<file path="src/rtl/joy_capture.sv">
// Joystick capture unit: synchronised inputs, press edges, sticky latches, saturating
// press counters and a vblank-locked snapshot per channel, read through an 8-bit port.
module joy_capture #(
    parameter int CHANNELS = 4,
    parameter int WIDTH    = 16,
    parameter int SNAP_VBL = 1,
    parameter int ADDR_W   = $clog2(CHANNELS) + 3
) (
    input  logic                      clk_sys,
    input  logic                      reset_n,
    input  logic [CHANNELS*WIDTH-1:0] joy_in,
    input  logic                      vblank,
    input  logic                      rd,
    input  logic [ADDR_W-1:0]         addr,
    output logic [7:0]                rd_data,
    output logic                      rd_valid,
    output logic                      any_press
);
    localparam int N     = CHANNELS * WIDTH;
    localparam int IDX_W = ADDR_W + 1;

    logic [N-1:0]          sync1_q, sync1_d;
    logic [N-1:0]          cur_q, cur_d;
    logic [N-1:0]          prev_q, prev_d;
    logic [N-1:0]          snap_q, snap_d;
    logic [N-1:0]          sticky_q, sticky_d;
    logic [CHANNELS*8-1:0] cnt_q, cnt_d;
    logic                  vbl_q, vbl_d;
    logic                  any_press_q, any_press_d;
    logic [7:0]            rd_data_q, rd_data_d;
    logic                  rd_valid_q, rd_valid_d;

    logic [N-1:0]          press;
    logic [CHANNELS-1:0]   chan_press;
    logic                  vbl_rise;
    logic [N-1:0]          sticky_clr;
    logic [CHANNELS-1:0]   cnt_clr;
    logic [IDX_W-1:0]      chan_idx;
    logic [2:0]            reg_sel;
    logic                  chan_ok;
    logic [7:0]            rd_value;
    logic [15:0]           snap16;
    logic [15:0]           sticky16;
    logic [15:0]           clr16;

    // Input path: two-flop synchroniser into cur, one more stage for edge detection.
    always_comb begin
        sync1_d     = joy_in;
        cur_d       = sync1_q;
        prev_d      = cur_q;
        press       = cur_q & ~prev_q;
        any_press_d = |press;
        vbl_d       = vblank;
        vbl_rise    = vblank & ~vbl_q;
        chan_press  = '0;
        for (int c = 0; c < CHANNELS; c++) begin
            chan_press[c] = |press[c*WIDTH +: WIDTH];
        end
        if (SNAP_VBL != 0) begin
            snap_d = vbl_rise ? cur_q : snap_q;
        end else begin
            snap_d = cur_q;
        end
    end

    // Read port: rd is a one-cycle strobe with no back-pressure; every strobe is answered
    // by rd_valid exactly one cycle later, with rd_data holding until the next strobe.
    always_comb begin
        chan_idx   = {1'b0, addr} >> 3;
        reg_sel    = addr[2:0];
        chan_ok    = chan_idx < IDX_W'(CHANNELS);
        rd_value   = 8'h00;
        sticky_clr = '0;
        cnt_clr    = '0;
        snap16     = 16'h0000;
        sticky16   = 16'h0000;
        clr16      = 16'h0000;
        for (int c = 0; c < CHANNELS; c++) begin
            if (chan_ok && chan_idx == IDX_W'(c)) begin
                snap16   = 16'(snap_q[c*WIDTH +: WIDTH]);
                sticky16 = 16'(sticky_q[c*WIDTH +: WIDTH]);
                case (reg_sel)
                    3'd0:    rd_value = snap16[7:0];
                    3'd1:    rd_value = snap16[15:8];
                    3'd2:    rd_value = sticky16[7:0];
                    3'd3:    rd_value = sticky16[15:8];
                    3'd4:    rd_value = cnt_q[c*8 +: 8];
                    3'd5:    rd_value = {7'd0, cur_q[c*WIDTH +: WIDTH] != snap_q[c*WIDTH +: WIDTH]};
                    default: rd_value = 8'h00;
                endcase
                if (rd && reg_sel == 3'd2) begin
                    clr16 = 16'h00FF;
                end else if (rd && reg_sel == 3'd3) begin
                    clr16 = 16'hFF00;
                end
                sticky_clr[c*WIDTH +: WIDTH] = clr16[WIDTH-1:0];
                cnt_clr[c] = rd && (reg_sel == 3'd4);
            end
        end
    end

    // Clear is applied before the new press is merged, so a same-cycle press survives.
    always_comb begin
        sticky_d = (sticky_q & ~sticky_clr) | press;
        cnt_d    = cnt_q;
        for (int c = 0; c < CHANNELS; c++) begin
            if (cnt_clr[c]) begin
                cnt_d[c*8 +: 8] = chan_press[c] ? 8'd1 : 8'd0;
            end else if (chan_press[c] && cnt_q[c*8 +: 8] != 8'hFF) begin
                cnt_d[c*8 +: 8] = cnt_q[c*8 +: 8] + 8'd1;
            end
        end
        rd_valid_d = rd;
        rd_data_d  = rd ? rd_value : rd_data_q;
    end

    always_ff @(posedge clk_sys or negedge reset_n) begin
        if (!reset_n) begin
            sync1_q     <= '0;
            cur_q       <= '0;
            prev_q      <= '0;
            snap_q      <= '0;
            sticky_q    <= '0;
            cnt_q       <= '0;
            vbl_q       <= 1'b0;
            any_press_q <= 1'b0;
            rd_data_q   <= 8'h00;
            rd_valid_q  <= 1'b0;
        end else begin
            sync1_q     <= sync1_d;
            cur_q       <= cur_d;
            prev_q      <= prev_d;
            snap_q      <= snap_d;
            sticky_q    <= sticky_d;
            cnt_q       <= cnt_d;
            vbl_q       <= vbl_d;
            any_press_q <= any_press_d;
            rd_data_q   <= rd_data_d;
            rd_valid_q  <= rd_valid_d;
        end
    end

    assign rd_data   = rd_data_q;
    assign rd_valid  = rd_valid_q;
    assign any_press = any_press_q;

endmodule
</file>
<file path="config.mk">
export PLATFORM = sky130hd
export DESIGN_NAME = joy_capture
export DESIGN_NICKNAME = d
export VERILOG_FILES = /design/src/rtl/joy_capture.sv
export SDC_FILE = /design/constraint.sdc
export NUM_CORES = 1
export LEC_CHECK = 0
export BUFFER_PORTS_ARGS = -buffer_cell sky130_fd_sc_hd__buf_2
export CAP_MARGIN = 20
export CORE_MARGIN = 4
export CORE_UTILIZATION = 50
export DETAILED_ROUTE_END_ITERATION = 12
export PLACE_DENSITY = 0.65
export SLEW_MARGIN = 20
export SYNTH_ARGS = -nofsm -noshare
export SYNTH_HDL_FRONTEND = slang
export SYNTH_SLANG_ARGS = --single-unit
</file>
<file path="constraint.sdc">
create_clock -name clk_sys -period 4.4 [get_ports clk_sys]
set_clock_uncertainty 0.15 [all_clocks]
set_input_delay 0.22 -clock clk_sys [delete_from_list [all_inputs] [get_ports clk_sys]]
set_output_delay 0.22 -clock clk_sys [all_outputs]
set_load 0.005 [all_outputs]
</file>
==> summary.json <==
{
  "run_status": "finished, final reports clean",
  "synth-main-ff-cell": "dfrtp_1",
  "cts_sinks": 363,
  "wl_mm": 31.33,
  "postCtsSetupBuffers": 0,
  "post_synth_inst_count": 1052,
  "synth_most_common_cell": "dfrtp_1",
  "synth_top_cell_by_area": "dfrtp_1",
  "cts_tree": "yes",
  "n_antenna_cell": 0,
  "seq_area_frac_synth_pct": 64.72,
  "hold_buffers": 67,
  "placed_cells": 1480,
  "clkSlewWorstSetupHoldPaths_ps": 60,
  "drv.max_cap_violation_count": 0,
  "total_congestion_overflow": 0,
  "dieWidth_um": 175.5,
  "routed_via_density": 5.443,
  "highest_fanout_seen_on_the_critical_path": 37,
  "power.density_nw_per_um2": 510.6,
  "final_net_count": 1287,
  "grt_antenna_before_repair": 0,
  "timing.critical_path.arrival_ps": 2740,
  "die_height_um": 175.5,
  "dpl.hpwl_mm": 20.84,
  "timing.slew.headroom_pct": 26.76,
  "groute.usage.overall_pct": 20.91,
  "area_growth_pct": 20.22,
  "grt_pass1_vias": 9045,
  "die-area_um2": 30810,
  "final_layout_size_suffix_gt1_share_pct": 19.90,
  "postPlaceCellArea_um2": 14820,
  "ys_ff_latch": 363,
  "ctsResizeCount": 0,
  "grt_start_max_net_pins": 134,
  "std_cell_rows": 61,
  "timing.final.setup_violations": 0,
  "synth.top_cells.by_area": "dfrtp_1 (65%), mux2_2 (5.9%), xnor2_1 (4.8%)",
  "boundaryPins": 83,
  "edff_count_synth": 0,
  "start_kind": "primary input",
  "synth_fp_nets": 1129,
  "placement.io_buffers": 82,
  "irDropWorstVdd_mv": 0.3414,
  "numCtsBuffers": 39,
  "synth.cell_area_um2": 14030,
  "routed-via-count": 8785,
  "final_min_period_over_clock_period_pct": 55.71,
  "critical_path_required_ps": 4690,
  "fillerInstances": 2142,
  "p_leak_nw": 7.000,
  "fin_setup_tns_ps": 0,
  "final_util_pct": 60.90,
  "drt-pass1-iter-count": 4,
  "pre_cts_slack_ps": 1542,
  "final.setup.worst_slack_ps": 1949,
  "postLayoutCellArea_um2": 16870,
  "setup.worst_path.end_class": "flip-flop",
  "setup_repair_after_global_routing_missed_its_margin": "false",
  "synthesis.area_per_instance_um2": 13.34,
  "core_box_area_um2": 27710,
  "root_buffer": "clkbuf_16",
  "postSynth.asyncResetShare_pct": 100.0,
  "clock_latency_ps": 520,
  "synth_cell_type_count": 53,
  "hold_viol": 0,
  "critPathKind": "primary input to flip-flop",
  "clockBufferDepth": 3,
  "drtAntennaViolNets": 0,
  "finalNonFillerCells": 1614,
  "ys_warn_count": 0,
  "cts.htree.levels": 2,
  "drt_drc_violations_left": 0,
  "routability_congestion": 0.8852,
  "drt_first_iter_violations": 634,
  "ys_top_cells_by_count": "dfrtp_1 (363), xnor2_1 (77), mux2_2 (74)",
  "global_route_wire_length_before_repair_mm": 51.05,
  "fin_crit_ps": 2451,
  "start_util_pct": 50.66,
  "maxSlewViolCount": 0,
  "worstHoldPathType": "primary input to flip-flop",
  "yosysTopAreaCellShare_pct": 64.72,
  "avgRoutedWirePerCell_um": 19.41,
  "worst_pin_slew_ps": 1096,
  "clock.fmax_mhz": 407.9
}
logic make-up after synthesis:
family                   Yosys count  synth area share [%]
AO/OA/AOI/OAI                    183                 9.272
XOR/XNOR                          86                 5.367
adder cells (fa/ha/maj)            4                0.3566
buffers and inverters             47                 1.605
flip-flops                       363                 64.72
multiplexers                      96                 7.774
AND/OR/NAND/NOR                  273                 10.90
registers in the layout, indices dropped and copies added (netlist names):
name and count:
cur_d 64, cur_q 64, prev_q 64, snap_q 64, sticky_q 64, cnt_q 32, rd_data 8, any_press 1
rd_valid 1, vbl_q 1
worst paths after layout:
| kind | from | cells past startpoint | to | slack (ps) |
|---|---|---|---|---|
| worst max-delay path | addr[2] | 7 | rd_data[6] | 1950 |
| worst min-delay path | addr[4] | 4 | rd_data[5] | 170 |
| worst max register to register | cur_q[44] | 6 | cnt_q[16] | 2100 |
| worst min register to register | cur_d[8] | 0 | cur_q[8] | 190 |
| max in group asynchronous | reset_n | 3 | cur_d[45] | 2720 |
| min in group asynchronous | reset_n | 2 | cur_d[60] | 270 |
critical path, stage by stage:
cell and delay, ps:
buf_2 670, nor2b_1 950, a22oi_1 200, o21ai_0 230, a22o_1 160, nand4_1 100
a31oi_1 200
cell usage in the layout (no fill, tap or decap), drive strengths merged, types with 3 or more instances in the layout:
master | synthesis | layout
and2 | 6 | 6
nand3 | 21 | 21
nor2b | 70 | 70
o22ai | 10 | 10
nor2 | 52 | 52
nand4 | 29 | 29
bufinv | 0 | 5
xor2 | 9 | 9
ha | 4 | 4
o21ai | 13 | 13
a21oi | 23 | 23
buf | 21 | 90
clkinv | 0 | 7
a22oi | 35 | 35
and3 | 14 | 14
o211ai | 10 | 10
o221ai | 4 | 4
or2 | 3 | 3
mux2i | 19 | 19
a221oi | 5 | 5
mux2 | 74 | 74
dfrtp | 363 | 363
inv | 7 | 7
o22a | 4 | 4
a221o | 3 | 3
nor3 | 4 | 4
nand2 | 33 | 33
nor3b | 7 | 7
xnor2 | 77 | 77
clkbuf | 19 | 54
a21o | 64 | 64
dlygate4sd3 | 0 | 67
a31oi | 6 | 6
nor4 | 24 | 24
mux4 | 3 | 3
routing by layer:
metal / vias to the layer above / share of wire (%) / global-route usage [%]
li1: 4061 / - / -
met1: 4420 / 47 / 31.24
met2: 248 / 45 / 32.13
met3: 56 / 5.3 / 3.573
met4: 0 / 2.5 / 5.848
met5: - / 0 / 0
cell type report:
type,count,area (µm²),area share (%)
repair buffers,157,1176,6.971
clock inverters,13,192.7,1.142
multi-input cells,642,4736,28.07
flip-flops and latches,363,9084,53.84
clock buffers,54,1185,7.023
well taps,378,473.0,2.803
inverters,7,26.28,0.1557
power breakdown:
part	leakage [nW]	total [mW]	internal, mW	switching (mW)
clock	0.685	3.44	2.16	1.27
combinational	2.24	1.07	0.557	0.512
sequential	4.08	4.11	3.71	0.402
metrics by stage:
step                      hold WS [ps]  power (mW)
final                            166.4       8.615
after global routing             175.2       9.032
after floorplan                 -225.6       4.769
after CTS                        149.0       8.702
after detailed placement         179.3       5.179
after global placement           177.3       5.149
No activity file was read; power rests on OpenSTA's default activity.
